**config.mk**
```make
export PLATFORM = sky130hd
export DESIGN_NAME = regbank_write_flat
export DESIGN_NICKNAME = d
export VERILOG_FILES = /design/src/rtl/regbank_write_if.sv /design/src/rtl/regbank_write.sv /design/src/flat_wrapper.sv
export SDC_FILE = /design/constraint.sdc
export NUM_CORES = 1
export LEC_CHECK = 0
export CAP_MARGIN = 30
export CORE_ASPECT_RATIO = 1.1
export CORE_MARGIN = 3
export CORE_UTILIZATION = 49
export DETAILED_ROUTE_END_ITERATION = 16
export HOLD_SLACK_MARGIN = 0.08
export PLACE_DENSITY_LB_ADDON = 0.12
export REMOVE_ABC_BUFFERS = 1
export SLEW_MARGIN = 20
export SYNTH_ARGS = -nofsm -noshare
export SYNTH_HDL_FRONTEND = slang
export SYNTH_SLANG_ARGS = --single-unit
```
**constraint.sdc**
```tcl
create_clock -name clock -period 1.9 [get_ports clock]
set_input_delay 0.285 -clock clock [delete_from_list [all_inputs] [get_ports clock]]
set_output_delay 0.285 -clock clock [all_outputs]
set_load 0.03 [all_outputs]
```
**src/rtl/regbank_write_if.sv**
```systemverilog
// regbank_write_if: datapath bus, write select, control strobes and register outputs of the writeback bank
interface regbank_write_if;
   logic [15:0] bus;
   logic [0:9]  wr_sel;
   logic        pc_incr;
   logic [15:0] g_in;
   logic        g_load;
   logic        clr_err;
   logic [15:0] r0, r1, r2, r3, r4, r5, r6;
   logic [15:0] ir, a, g;
   logic [5:0]  pc;
   logic        wr_ack;
   logic [3:0]  wr_dest;
   logic        sel_err;

   modport master (
      output bus, wr_sel, pc_incr, g_in, g_load, clr_err,
      input  r0, r1, r2, r3, r4, r5, r6, ir, a, g, pc, wr_ack, wr_dest, sel_err
   );

   modport slave (
      input  bus, wr_sel, pc_incr, g_in, g_load, clr_err,
      output r0, r1, r2, r3, r4, r5, r6, ir, a, g, pc, wr_ack, wr_dest, sel_err
   );
endinterface

```
**src/rtl/regbank_write.sv**
```systemverilog
// regbank_write: one-hot bus writeback into IR, r0..r6, pc and A, plus G load, pc increment and sticky select error
module regbank_write (
   input logic            clock,
   input logic            resetn,
   regbank_write_if.slave bif
);
   logic [15:0] ir_q, ir_d, a_q, a_d, g_q, g_d;
   logic [15:0] r_q [7];
   logic [15:0] r_d [7];
   logic [5:0]  pc_q, pc_d;
   logic        wr_ack_q, wr_ack_d, sel_err_q, sel_err_d;
   logic [3:0]  wr_dest_q, wr_dest_d, sel_idx;
   logic        sel_any, sel_multi, sel_one, pc_wr;

   // classify the select word (x & (x-1) is nonzero exactly when two or more bits are set) and encode its position
   always_comb begin
      sel_any   = |bif.wr_sel;
      sel_multi = |(bif.wr_sel & (bif.wr_sel - 10'd1));
      sel_one   = sel_any & ~sel_multi;
      sel_idx   = '0;
      for (int i = 0; i < 10; i++) sel_idx = bif.wr_sel[i] ? 4'(i) : sel_idx;
      pc_wr     = sel_one & bif.wr_sel[8];
   end

   // next state: only a clean one-hot select writes; a pc write overrides the increment
   always_comb begin
      ir_d = (sel_one && bif.wr_sel[0]) ? bif.bus : ir_q;
      for (int i = 0; i < 7; i++) r_d[i] = (sel_one && bif.wr_sel[i + 1]) ? bif.bus : r_q[i];
      a_d       = (sel_one && bif.wr_sel[9]) ? bif.bus : a_q;
      pc_d      = pc_wr ? bif.bus[5:0] : bif.pc_incr ? pc_q + 6'd1 : pc_q;
      g_d       = bif.g_load ? bif.g_in : g_q;
      wr_ack_d  = sel_one;
      wr_dest_d = sel_one ? sel_idx : wr_dest_q;
      sel_err_d = sel_multi | (sel_err_q & ~bif.clr_err);
   end

   // state registers, cleared asynchronously so a write in flight at reset is dropped
   always_ff @(posedge clock or negedge resetn) begin
      if (!resetn) begin
         ir_q      <= '0;
         r_q       <= '{default: '0};
         a_q       <= '0;
         g_q       <= '0;
         pc_q      <= '0;
         wr_ack_q  <= 1'b0;
         wr_dest_q <= '0;
         sel_err_q <= 1'b0;
      end else begin
         ir_q      <= ir_d;
         r_q       <= r_d;
         a_q       <= a_d;
         g_q       <= g_d;
         pc_q      <= pc_d;
         wr_ack_q  <= wr_ack_d;
         wr_dest_q <= wr_dest_d;
         sel_err_q <= sel_err_d;
      end
   end

   assign bif.ir      = ir_q;
   assign bif.r0      = r_q[0];
   assign bif.r1      = r_q[1];
   assign bif.r2      = r_q[2];
   assign bif.r3      = r_q[3];
   assign bif.r4      = r_q[4];
   assign bif.r5      = r_q[5];
   assign bif.r6      = r_q[6];
   assign bif.a       = a_q;
   assign bif.g       = g_q;
   assign bif.pc      = pc_q;
   assign bif.wr_ack  = wr_ack_q;
   assign bif.wr_dest = wr_dest_q;
   assign bif.sel_err = sel_err_q;
endmodule

```
**src/flat_wrapper.sv**
```systemverilog
// flat-port wrapper written by rule: the top's interface ports become plain ports
module regbank_write_flat 
  (clock, resetn, bif_bus, bif_wr_sel, bif_pc_incr, bif_g_in, bif_g_load, bif_clr_err, bif_r0, bif_r1, bif_r2, bif_r3, bif_r4, bif_r5, bif_r6, bif_ir, bif_a, bif_g, bif_pc, bif_wr_ack, bif_wr_dest, bif_sel_err);
  regbank_write_if bif_i ();
  input logic clock;
  input logic resetn;
  input wire logic [$bits(bif_i.bus)-1:0] bif_bus;
  input wire logic [$bits(bif_i.wr_sel)-1:0] bif_wr_sel;
  input wire logic [$bits(bif_i.pc_incr)-1:0] bif_pc_incr;
  input wire logic [$bits(bif_i.g_in)-1:0] bif_g_in;
  input wire logic [$bits(bif_i.g_load)-1:0] bif_g_load;
  input wire logic [$bits(bif_i.clr_err)-1:0] bif_clr_err;
  output wire logic [$bits(bif_i.r0)-1:0] bif_r0;
  output wire logic [$bits(bif_i.r1)-1:0] bif_r1;
  output wire logic [$bits(bif_i.r2)-1:0] bif_r2;
  output wire logic [$bits(bif_i.r3)-1:0] bif_r3;
  output wire logic [$bits(bif_i.r4)-1:0] bif_r4;
  output wire logic [$bits(bif_i.r5)-1:0] bif_r5;
  output wire logic [$bits(bif_i.r6)-1:0] bif_r6;
  output wire logic [$bits(bif_i.ir)-1:0] bif_ir;
  output wire logic [$bits(bif_i.a)-1:0] bif_a;
  output wire logic [$bits(bif_i.g)-1:0] bif_g;
  output wire logic [$bits(bif_i.pc)-1:0] bif_pc;
  output wire logic [$bits(bif_i.wr_ack)-1:0] bif_wr_ack;
  output wire logic [$bits(bif_i.wr_dest)-1:0] bif_wr_dest;
  output wire logic [$bits(bif_i.sel_err)-1:0] bif_sel_err;
  assign bif_i.bus = bif_bus;
  assign bif_i.wr_sel = bif_wr_sel;
  assign bif_i.pc_incr = bif_pc_incr;
  assign bif_i.g_in = bif_g_in;
  assign bif_i.g_load = bif_g_load;
  assign bif_i.clr_err = bif_clr_err;
  assign bif_r0 = bif_i.r0;
  assign bif_r1 = bif_i.r1;
  assign bif_r2 = bif_i.r2;
  assign bif_r3 = bif_i.r3;
  assign bif_r4 = bif_i.r4;
  assign bif_r5 = bif_i.r5;
  assign bif_r6 = bif_i.r6;
  assign bif_ir = bif_i.ir;
  assign bif_a = bif_i.a;
  assign bif_g = bif_i.g;
  assign bif_pc = bif_i.pc;
  assign bif_wr_ack = bif_i.wr_ack;
  assign bif_wr_dest = bif_i.wr_dest;
  assign bif_sel_err = bif_i.sel_err;
  regbank_write u_core (.clock(clock), .resetn(resetn), .bif(bif_i));
endmodule
```
==> impl_metrics.sql <==
INSERT INTO impl_metrics (metric_group, metric, value, unit) VALUES
('sta', 'setup_viol', '1', ''),
('power', 'total_power', '9.26', 'mW'),
('finish', 'fin_cells', '892', ''),
('floorplanning', 'initial_standard_cell_utilization_of_the_core', '50.7', '%'),
('critical_path', 'timing.reg2reg.worst_path_depth', '3', ''),
('sta', 'clock.fmax', '521', 'MHz'),
('clock_tree', 'tritoncts', 'yes', ''),
('floorplanning', 'dieArea', '15300', 'sq um'),
('outcome', 'failing_checks', 'setup timing', ''),
('sta', 'timing.clock.skew', '1.94', 'ps'),
('clock_tree', 'clkTransAtPathRegs', '60', 'ps'),
('clock_tree', 'cts_buffer_depth', '2', ''),
('clock_tree', 'cts_inserted_buffers', '17', ''),
('global_routing', 'grt.overflow.total', '0', ''),
('sta', 'slew_violations', '0', ''),
('critical_path', 'critical_path.max_fanout', '5', ''),
('finish', 'nNetsFinal', '743', ''),
('synth', 'synth_enable_flop_cells', '0', ''),
('routing', 'dr_total_vias', '4633', ''),
('finish', 'area_growth', '50.1', '%'),
('global_routing', 'number_of_global_route_vias_before_repair', '5037', ''),
('clock_tree', 'clk_root_buffer_cell', 'sky130_fd_sc_hd__clkbuf_16', ''),
('clock_tree', 'worstSkewPairLatency', '420', 'ps'),
('floorplanning', 'design.core.area', '13400', 'sq um'),
('routing', 'drc_errors', '0', ''),
('power', 'power_density', '909', 'nW/um^2'),
('global_routing', 'groute.usage.overall', '25.5', '%'),
('sta', 'timing.slew.headroom', '67.7', '%'),
('synth', 'synth_seq_area_share', '63.4', '%'),
('critical_path', 'critical_path.reg2reg.startpoint', 'u_core.bif.pc[0]', ''),
('critical_path', 'regToRegSetupSlack', '540', 'ps'),
('finish', 'layout.core_utilization', '76.1', '%'),
('place', 'place_ws', '-819', 'ps'),
('synth', 'netlist.top_cell.by_area', 'sky130_fd_sc_hd__dfrtp_1', ''),
('synth', 'netlist-cell-type-count', '38', ''),
('routing', 'wl_per_cell', '20.9', 'um'),
('synth', 'postSynthCellCount', '430', ''),
('routing', 'detail_route.vias_per_cell', '5.19', ''),
('synth', 'synthTopCellsByArea', 'sky130_fd_sc_hd__dfrtp_1 63%, sky130_fd_sc_hd__mux2_2 22%, sky130_fd_sc_hd__mux2_4 4.4%, sky130_fd_sc_hd__a22o_1 2.1%, sky130_fd_sc_hd__clkbuf_1 0.61%', ''),
('power', 'total_leakage_power', '4.80', 'nW'),
('clock_tree', 'clock_sinks', '172', ''),
('power', 'vdd_drop_max', '0.610', 'mV'),
('routing', 'dr.pass1.iters', '4', ''),
('synth', 'post-synth-top-area-fraction', '63.4', '%'),
('synth', 'post_synth.cell_area_avg', '15.8', 'sq um'),
('sta', 'finalHoldViolCount', '0', ''),
('power', 'p_switching', '2.63', 'mW'),
('global_routing', 'antenna_found_initial', '0', ''),
('routing', 'drt_iter0_drc', '133', ''),
('critical_path', 'timing.rr.end', 'u_core.bif.pc[1]', ''),
('floorplanning', 'placement_rows', '44', ''),
('power', 'pwr-share-clk', '34.7', '%'),
('synth', 'ys.flop_type', 'sky130_fd_sc_hd__dfrtp_1', ''),
('floorplanning', 'die_x', '118', 'um'),
('critical_path', 'worst_setup_path_end_kind', 'register', ''),
('place', 'hpwl', '12.9', 'mm'),
('sta', 'final.hold.worst_slack', '367', 'ps'),
('global_routing', 'grt_first_pass_wirelength', '29.5', 'mm'),
('synth', 'synth_async_sr_flop_share', '100', '%'),
('place', 'placement.io_buffers', '218', ''),
('sta', 'post-route-period-util', '101', '%'),
('sta', 'unrepaired_setup_endpoints_after_global_routing', 'true', ''),
('place', 'place_inst', '853', ''),
('flow_run', 'maxCapViolCount', '0', ''),
('sta', 'timing.final.crit_period', '1920', 'ps'),
('outcome', 'status', 'finished with violations', ''),
('sta', 'post-route-worst-setup-slack', '-19.8', 'ps'),
('critical_path', 'cp.arrival', '2230', 'ps'),
('floorplanning', 'chipHeight', '129', 'um'),
('power', 'power.share.sequential', '44.5', '%'),
('power', 'combinationalPowerShare', '20.8', '%');
==> cell usage after synthesis, types with 3 or more instances <==
cell                       instances
sky130_fd_sc_hd__buf_6             3
sky130_fd_sc_hd__nand4_1           3
sky130_fd_sc_hd__a21oi_1           4
sky130_fd_sc_hd__mux2_2          133
sky130_fd_sc_hd__a22o_1           16
sky130_fd_sc_hd__inv_1             3
sky130_fd_sc_hd__clkbuf_1         11
sky130_fd_sc_hd__nor2_1           10
sky130_fd_sc_hd__buf_1             7
sky130_fd_sc_hd__nand4b_1          3
sky130_fd_sc_hd__mux2_4           20
sky130_fd_sc_hd__nor3_1            4
sky130_fd_sc_hd__dfrtp_1         172
sky130_fd_sc_hd__xnor2_1           3
sky130_fd_sc_hd__nand2_1           7
==> final cells by class <==
type                            instances  area [sq um]
Timing Repair Buffer                  268          2610
Clock inverter                         14           123
Tap cell                              184           230
Sequential cell                       172          4300
Fill cell                             837          3200
Multi-Input combinational cell        233          2470
Clock buffer                           18           429
Inverter                                3          11.3
==> state kept, by name, indices dropped and copies added, names as in the netlist <==
name and count:
u_core.bif.a 16, u_core.bif.g 16, u_core.bif.ir 16, u_core.bif.pc 6, u_core.bif.r0 16, u_core.bif.r1 16
u_core.bif.r2 16, u_core.bif.r3 16, u_core.bif.r4 16, u_core.bif.r5 16, u_core.bif.r6 16, u_core.bif.sel_err 1
u_core.bif.wr_ack 1, u_core.bif.wr_dest 4
==> power groups by stage <==
| stage | registers (mW) | logic (mW) | clock network [mW] |
|---|---|---|---|
| 2_1_floorplan | 4.71 | 0.399 | 0 |
| 3_3_place_gp | 4.17 | 1.87 | 0 |
| 3_5_place_dp | 4.18 | 1.90 | 0 |
| 4_1_cts | 4.12 | 1.93 | 3.30 |
| 5_1_grt | 4.15 | 2.02 | 3.46 |
| 6_report | 4.12 | 1.92 | 3.22 |
==> logic make-up after synthesis <==
logic type | count (synthesis) | synth area share [%]
xor+xnor | 5 | 0.646
mux | 153 | 26.5
fa+ha+maj | 3 | 0.480
flops | 172 | 63.4
compound gates | 31 | 3.60
buf+inv | 26 | 1.81
simple gates | 40 | 3.52
==> cells in the final DEF (no fill, tap or decap), drive strengths merged, types with 2 or more instances in the layout <==
cell type      count
o21ai              2
nand3b             2
clkinvlp           5
nand4b             3
clkbuf            19
o31ai              2
a21oi              5
clkinv             7
dlygate4sd2        3
o21bai             2
nand3              2
dfrtp            172
nand4              3
nor2              10
maj3               2
nand2             11
clkdlybuf4s15      2
mux2             153
a22o              16
xnor2              3
nor3               4
inv                4
clkdlybuf4s50    209
xor2               2
or3                2
buf               52
==> critical path: stages <==
cell and delay (ps):
sky130_fd_sc_hd__buf_6 90, sky130_fd_sc_hd__or3_4 400, sky130_fd_sc_hd__or3_4 400, sky130_fd_sc_hd__nand3b_4 190, sky130_fd_sc_hd__a21oi_4 180, sky130_fd_sc_hd__buf_12 170
sky130_fd_sc_hd__nand2_8 70, sky130_fd_sc_hd__buf_6 140, sky130_fd_sc_hd__mux2_4 300
==> per-stage QoR <==
stage               setup TNS, ps  cell area (sq um)
global route                 -347              10200
floorplan                  -42850               6670
finish                      -19.8              10200
CTS                             0              10200
global placement           -84450               9460
detailed placement         -88490               9460
==> per-layer routing <==
metal	global-route usage [%]	vias to the layer above	wire, um
met1	31.2	2347	7630
met2	42.6	184	9130
met4	9.24	0	397
met3	8.90	28	1500
met5	0	-	0
li1	-	2074	-
==> how the worst min path moves through the flow <==
stage,end,slack (ps)
finish,u_core.bif.g[12],370
global route,u_core.bif.wr_dest[2],380
CTS,u_core.bif.wr_dest[2],370
detailed placement,u_core.bif.g[12],260
global placement,u_core.bif.g[12],260
floorplan,u_core.bif.a[0],-10
==> repair_timing <==
action | in CTS | in global routing
hold buffers | 1 | 0
gates cloned | 1 | 0
setup buffers | 4 | 1
pin swaps | 10 | 4
endpoints found under the hold margin | 45 | 0
endpoints found under the setup margin | 120 | 50
gates resized for setup | 43 | 2
Power figures use the tool's default switching activity.
